<file path="src/rtl/afe_spi_listener.sv">
// Receive side of the AFE attenuator SPI link: synchronizes CLK/SDI/LE into clk,
// shifts SDI MSB first and latches the word on LE rise after checking frame length.
module afe_spi_listener #(
    parameter int WIDTH       = 16,
    parameter int SYNC_STAGES = 2,
    parameter int CNT_WIDTH   = 8
) (
    input  logic                 clk,
    input  logic                 reset,
    input  logic                 spiClk,
    input  logic                 spiSdi,
    input  logic                 spiLe,
    input  logic                 clearErrors,
    output logic [WIDTH-1:0]     latchedValue,
    output logic                 latchedStrobe,
    output logic [CNT_WIDTH-1:0] bitCount,
    output logic [CNT_WIDTH-1:0] frameCount,
    output logic                 shortError,
    output logic                 overrunError
);

    localparam logic [CNT_WIDTH-1:0] WIDTH_C = CNT_WIDTH'(WIDTH);
    localparam logic [CNT_WIDTH-1:0] CNT_MAX = '1;

    logic [SYNC_STAGES-1:0] sclk_sync_q, sclk_sync_d;
    logic [SYNC_STAGES-1:0] sdi_sync_q, sdi_sync_d;
    logic [SYNC_STAGES-1:0] le_sync_q, le_sync_d;
    logic                   sclk_prev_q, sclk_prev_d;
    logic                   le_prev_q, le_prev_d;
    logic [WIDTH-1:0]       shreg_q, shreg_d;
    logic [CNT_WIDTH-1:0]   bit_cnt_q, bit_cnt_d;
    logic [CNT_WIDTH-1:0]   frame_cnt_q, frame_cnt_d;
    logic [WIDTH-1:0]       latched_q, latched_d;
    logic                   strobe_q, strobe_d;
    logic                   short_q, short_d;
    logic                   overrun_q, overrun_d;

    logic sclk_s, sdi_s, le_s;
    logic sclk_rise, le_rise, le_fall;
    logic short_set, overrun_set;

    always_comb begin
        sclk_sync_d = {sclk_sync_q[SYNC_STAGES-2:0], spiClk};
        sdi_sync_d  = {sdi_sync_q[SYNC_STAGES-2:0], spiSdi};
        le_sync_d   = {le_sync_q[SYNC_STAGES-2:0], spiLe};

        sclk_s = sclk_sync_q[SYNC_STAGES-1];
        sdi_s  = sdi_sync_q[SYNC_STAGES-1];
        le_s   = le_sync_q[SYNC_STAGES-1];

        sclk_prev_d = sclk_s;
        le_prev_d   = le_s;

        sclk_rise = sclk_s & ~sclk_prev_q;
        le_rise   = le_s & ~le_prev_q;
        le_fall   = ~le_s & le_prev_q;

        shreg_d     = shreg_q;
        bit_cnt_d   = bit_cnt_q;
        frame_cnt_d = frame_cnt_q;
        latched_d   = latched_q;
        strobe_d    = 1'b0;
        short_set   = 1'b0;
        overrun_set = 1'b0;

        // Frame end decides on the pre-edge count; an SCLK edge in that cycle is dropped.
        if (le_rise) begin
            if (bit_cnt_q >= WIDTH_C) begin
                latched_d   = shreg_q;
                strobe_d    = 1'b1;
                frame_cnt_d = frame_cnt_q + CNT_WIDTH'(1);
                overrun_set = (bit_cnt_q != WIDTH_C);
            end else if (bit_cnt_q != '0) begin
                short_set = 1'b1;
            end
            bit_cnt_d = '0;
            shreg_d   = '0;
        end else if (le_fall) begin
            bit_cnt_d = '0;
        end else if (sclk_rise && !le_s) begin
            shreg_d = {shreg_q[WIDTH-2:0], sdi_s};
            if (bit_cnt_q != CNT_MAX) bit_cnt_d = bit_cnt_q + CNT_WIDTH'(1);
        end

        // A new error wins over a simultaneous clear.
        short_d   = short_set | (short_q & ~clearErrors);
        overrun_d = overrun_set | (overrun_q & ~clearErrors);
    end

    always_ff @(posedge clk or posedge reset) begin
        if (reset) begin
            sclk_sync_q <= '0;
            sdi_sync_q  <= '0;
            le_sync_q   <= '1;
            sclk_prev_q <= 1'b0;
            le_prev_q   <= 1'b1;
            shreg_q     <= '0;
            bit_cnt_q   <= '0;
            frame_cnt_q <= '0;
            latched_q   <= '0;
            strobe_q    <= 1'b0;
            short_q     <= 1'b0;
            overrun_q   <= 1'b0;
        end else begin
            sclk_sync_q <= sclk_sync_d;
            sdi_sync_q  <= sdi_sync_d;
            le_sync_q   <= le_sync_d;
            sclk_prev_q <= sclk_prev_d;
            le_prev_q   <= le_prev_d;
            shreg_q     <= shreg_d;
            bit_cnt_q   <= bit_cnt_d;
            frame_cnt_q <= frame_cnt_d;
            latched_q   <= latched_d;
            strobe_q    <= strobe_d;
            short_q     <= short_d;
            overrun_q   <= overrun_d;
        end
    end

    assign latchedValue  = latched_q;
    assign latchedStrobe = strobe_q;
    assign bitCount      = bit_cnt_q;
    assign frameCount    = frame_cnt_q;
    assign shortError    = short_q;
    assign overrunError  = overrun_q;

endmodule

</file>
<file path="config.mk">
export PLATFORM = sky130hd
export DESIGN_NAME = afe_spi_listener
export DESIGN_NICKNAME = d
export VERILOG_FILES = /design/src/rtl/afe_spi_listener.sv
export SDC_FILE = /design/constraint.sdc
export NUM_CORES = 1
export LEC_CHECK = 0
export BUFFER_PORTS_ARGS = -buffer_cell sky130_fd_sc_hd__buf_2
export CAP_MARGIN = 0
export CORE_MARGIN = 5
export CORE_UTILIZATION = 38
export DETAILED_ROUTE_END_ITERATION = 7
export HOLD_SLACK_MARGIN = 0.05
export PLACE_DENSITY_LB_ADDON = 0.08
export SYNTH_ARGS = -nofsm -noshare
export SYNTH_HDL_FRONTEND = slang
export SYNTH_SLANG_ARGS = --single-unit
</file>
<file path="constraint.sdc">
create_clock -name clk -period 6.1 [get_ports clk]
set_input_delay 1.525 -clock clk [delete_from_list [all_inputs] [get_ports clk]]
set_output_delay 1.525 -clock clk [all_outputs]
set_load 0.02 [all_outputs]
</file>
==> results.json <==
{
  "die_h_um": 89.0,
  "reg2regPathDepth": 5,
  "rsz0062_at_grt": "false",
  "die-area_um2": 7920,
  "ios": 41,
  "antenna_found_initial": 0,
  "vias": 1664,
  "ctsHoldBuffers": 0,
  "clk_pin_slew_ns": 0.06,
  "htreeDepth": 3,
  "r2r-end": "shreg_q[15]",
  "grt_pass1_vias": 1641,
  "overflow": 0,
  "cts_buffers": 9,
  "p_clk_frac": 0.416,
  "synth_seq_cells": 59,
  "yosys.area.top_type": "dfrtp_1",
  "track_usage": 0.132,
  "period_share": 0.431,
  "maxCapViolations": 0,
  "cp_slowest_cell": "dfrtp_1",
  "skew_ns": 0.00393,
  "crit_start": "bitCount[4]",
  "crit_path_end_kind": "output pin",
  "synth_ff_type": "dfrtp_1",
  "sw_frac_of_total": 0.244,
  "rrSetupSlack_ns": 3.82,
  "crit_arrival_ns": 1.11,
  "synth.area.top_cells": "dfrtp_1 (59%), nand2_1 (9.8%), a22o_1 (6.3%)",
  "synth_cell_type_count": 32,
  "cts.path.max_buffers": 2,
  "leakage_nw": 1.53,
  "antenna_cells": 0,
  "cts-resized-gates": 0,
  "synthCells": 215,
  "synth_nets": 226,
  "post_cts_buffers": 0,
  "finalNonFillerCells": 339,
  "worstPathRequired_ns": 4.58,
  "dr.first_iter.drc_count": 41,
  "clock_latency_ns": 0.33,
  "root_buffer": "clkbuf_8",
  "place_inst": 323,
  "crit_path_end": "bitCount[4]",
  "pwr-share-comb": 0.086,
  "wl_per_cell_um": 13.6,
  "r2r_start": "le_prev_q",
  "core_area_um2": 5990,
  "dp_hpwl_um": 3020,
  "yosysWarnings": 0,
  "power_frac_seq": 0.499,
  "fmax_mhz": 380,
  "final_common_cell": "nand2_1",
  "crit_chain": "buf_2",
  "synth_area_um2": 2370,
  "ys_seq_area_frac": 0.624,
  "layout.nets": 270,
  "max_slew_margin": 0.308,
  "setup_tns_ns": 0,
  "critical_path_class": "flip-flop to output pin",
  "drt_wl_total_um": 4610,
  "powerDensity_nw_per_um2": 299,
  "grt_first_pass_wirelength_um": 7810,
  "drive_gt1_frac": 0.242,
  "ant_nets": 0,
  "port_buffers": 40,
  "path_delay_family": "flip-flops",
  "worstPathMaxFanout": 9,
  "first_pass_iters": 4,
  "tightest_slew_ns": 1.03,
  "finalSetupViolations": 0,
  "async_reset_ff_frac": 1.00,
  "via_per_inst": 4.91,
  "start_util": 0.396,
  "crit_buf_inv": 1,
  "die_w_um": 89.0,
  "synth-edff-count": 0,
  "rows": 28,
  "hold_viol": 0,
  "drc": 0,
  "outcome": "complete, no violations",
  "grt_max_degree": 60,
  "p_int_uw": 641,
  "irDropWorstVdd_v": 0.000158,
  "min_path_type": "flip-flop to flip-flop",
  "place.gp.congestion": 0.751,
  "mostFrequentLayoutCells": "nand2_1 (62), dfrtp_1 (56), buf_2 (40), a22o_1 (17), clkbuf_8 (11)",
  "post-route-min-period_ns": 2.63,
  "slew_viol_final": 0,
  "cts_tree": "built",
  "avgSynthCellArea_um2": 11.0,
  "numClockSinks": 59,
  "p_switching_uw": 207,
  "synth_top_area_frac": 0.591,
  "crit_cells": 1,
  "areaGrowthSynthToFinish_pct": 19.7,
  "cp-start-kind": "flip-flop",
  "slowest_delay_ns": 0.54
}
## flip-flops by register name, indices dropped and copies added, names as in the netlist
name           flops
bitCount           8
frameCount         8
overrunError       1
shortError         1
latchedValue      16
sclk_sync_q        2
sclk_prev_q        1
latchedStrobe      1
shreg_q           16
sdi_sync_q         2
le_sync_q          2
le_prev_q          1
## power groups by stage
stage / sequential [mW] / combinational (mW) / clock (mW)
2_1_floorplan: 0.436 / 0.0459 / 0
3_3_place_gp: 0.431 / 0.0748 / 0
3_5_place_dp: 0.430 / 0.0744 / 0
4_1_cts: 0.423 / 0.0745 / 0.369
5_1_grt: 0.425 / 0.0821 / 0.386
6_report: 0.423 / 0.0726 / 0.353
## worst min-delay path by stage
| stage | depth (start not counted) | end | from |
|---|---|---|---|
| floorplan | 0 | sclk_sync_q[1] | sclk_sync_q[0] |
| global placement | 0 | sdi_sync_q[1] | sdi_sync_q[0] |
| detailed placement | 0 | sdi_sync_q[1] | sdi_sync_q[0] |
| CTS | 0 | sdi_sync_q[1] | sdi_sync_q[0] |
| global route | 0 | sdi_sync_q[1] | sdi_sync_q[0] |
| finish | 0 | sdi_sync_q[1] | sdi_sync_q[0] |
## cells by family (layout without fill, tap and decap cells)
family	count (synthesis)	in the layout	share of synthesized area
XOR/XNOR	7	7	0.0258
buffers and inverters	19	68	0.0369
AO/OA/AOI/OAI	36	36	0.119
adder cells (fa/ha/maj)	5	5	0.0264
flip-flops	59	59	0.624
AND/OR/NAND/NOR	89	89	0.168
## per-stage QoR
step	setup slack, ns	hold WS, ns	cell area [um2]	util	power [mW]
floorplan	3.12	0.331	2370	-	0.482
global placement	3.81	0.335	2640	0.441	0.505
detailed placement	3.81	0.339	2640	0.441	0.505
CTS	3.44	0.355	2840	0.474	0.867
global route	3.37	0.361	2840	0.474	0.894
finish	3.47	0.350	2840	0.474	0.849
## cell type report
type / instances / area [um2]
multi-input combinational: 137 / 816
fill: 590 / 3150
timing repair buffer: 42 / 215
sequential: 59 / 1480
clock buffer: 14 / 163
tap: 75 / 93.8
clock inverter: 2 / 35.0
inverter: 10 / 37.5
## cell usage after synthesis, drive strengths merged (2+ instances only)
library cell,n
o21ai,9
dfstp,3
nand4,3
inv,10
ha,5
dfrtp,56
and4,2
nand3,6
clkbuf,3
nor2,6
o31ai,3
buf,6
nor4,3
xnor2,6
nand2,62
nand2b,2
a22o,17
o41ai,2
## routing by layer
| layer | GRT usage | wire length, um |
|---|---|---|
| met2 | 0.205 | 2150 |
| met3 | 0.0627 | 288 |
| met1 | 0.162 | 2110 |
| met4 | 0.0487 | 61 |
| met5 | 0 | 0 |
## worst reg2reg max path: stages (launching register included)
cell	delay, ns
dfstp_2	0.53
inv_1	0.04
ha_1	0.25
or2_2	0.37
nor2_1	0.79
a22o_1	0.25
Note: power is estimated with default switching activity, not from simulation.
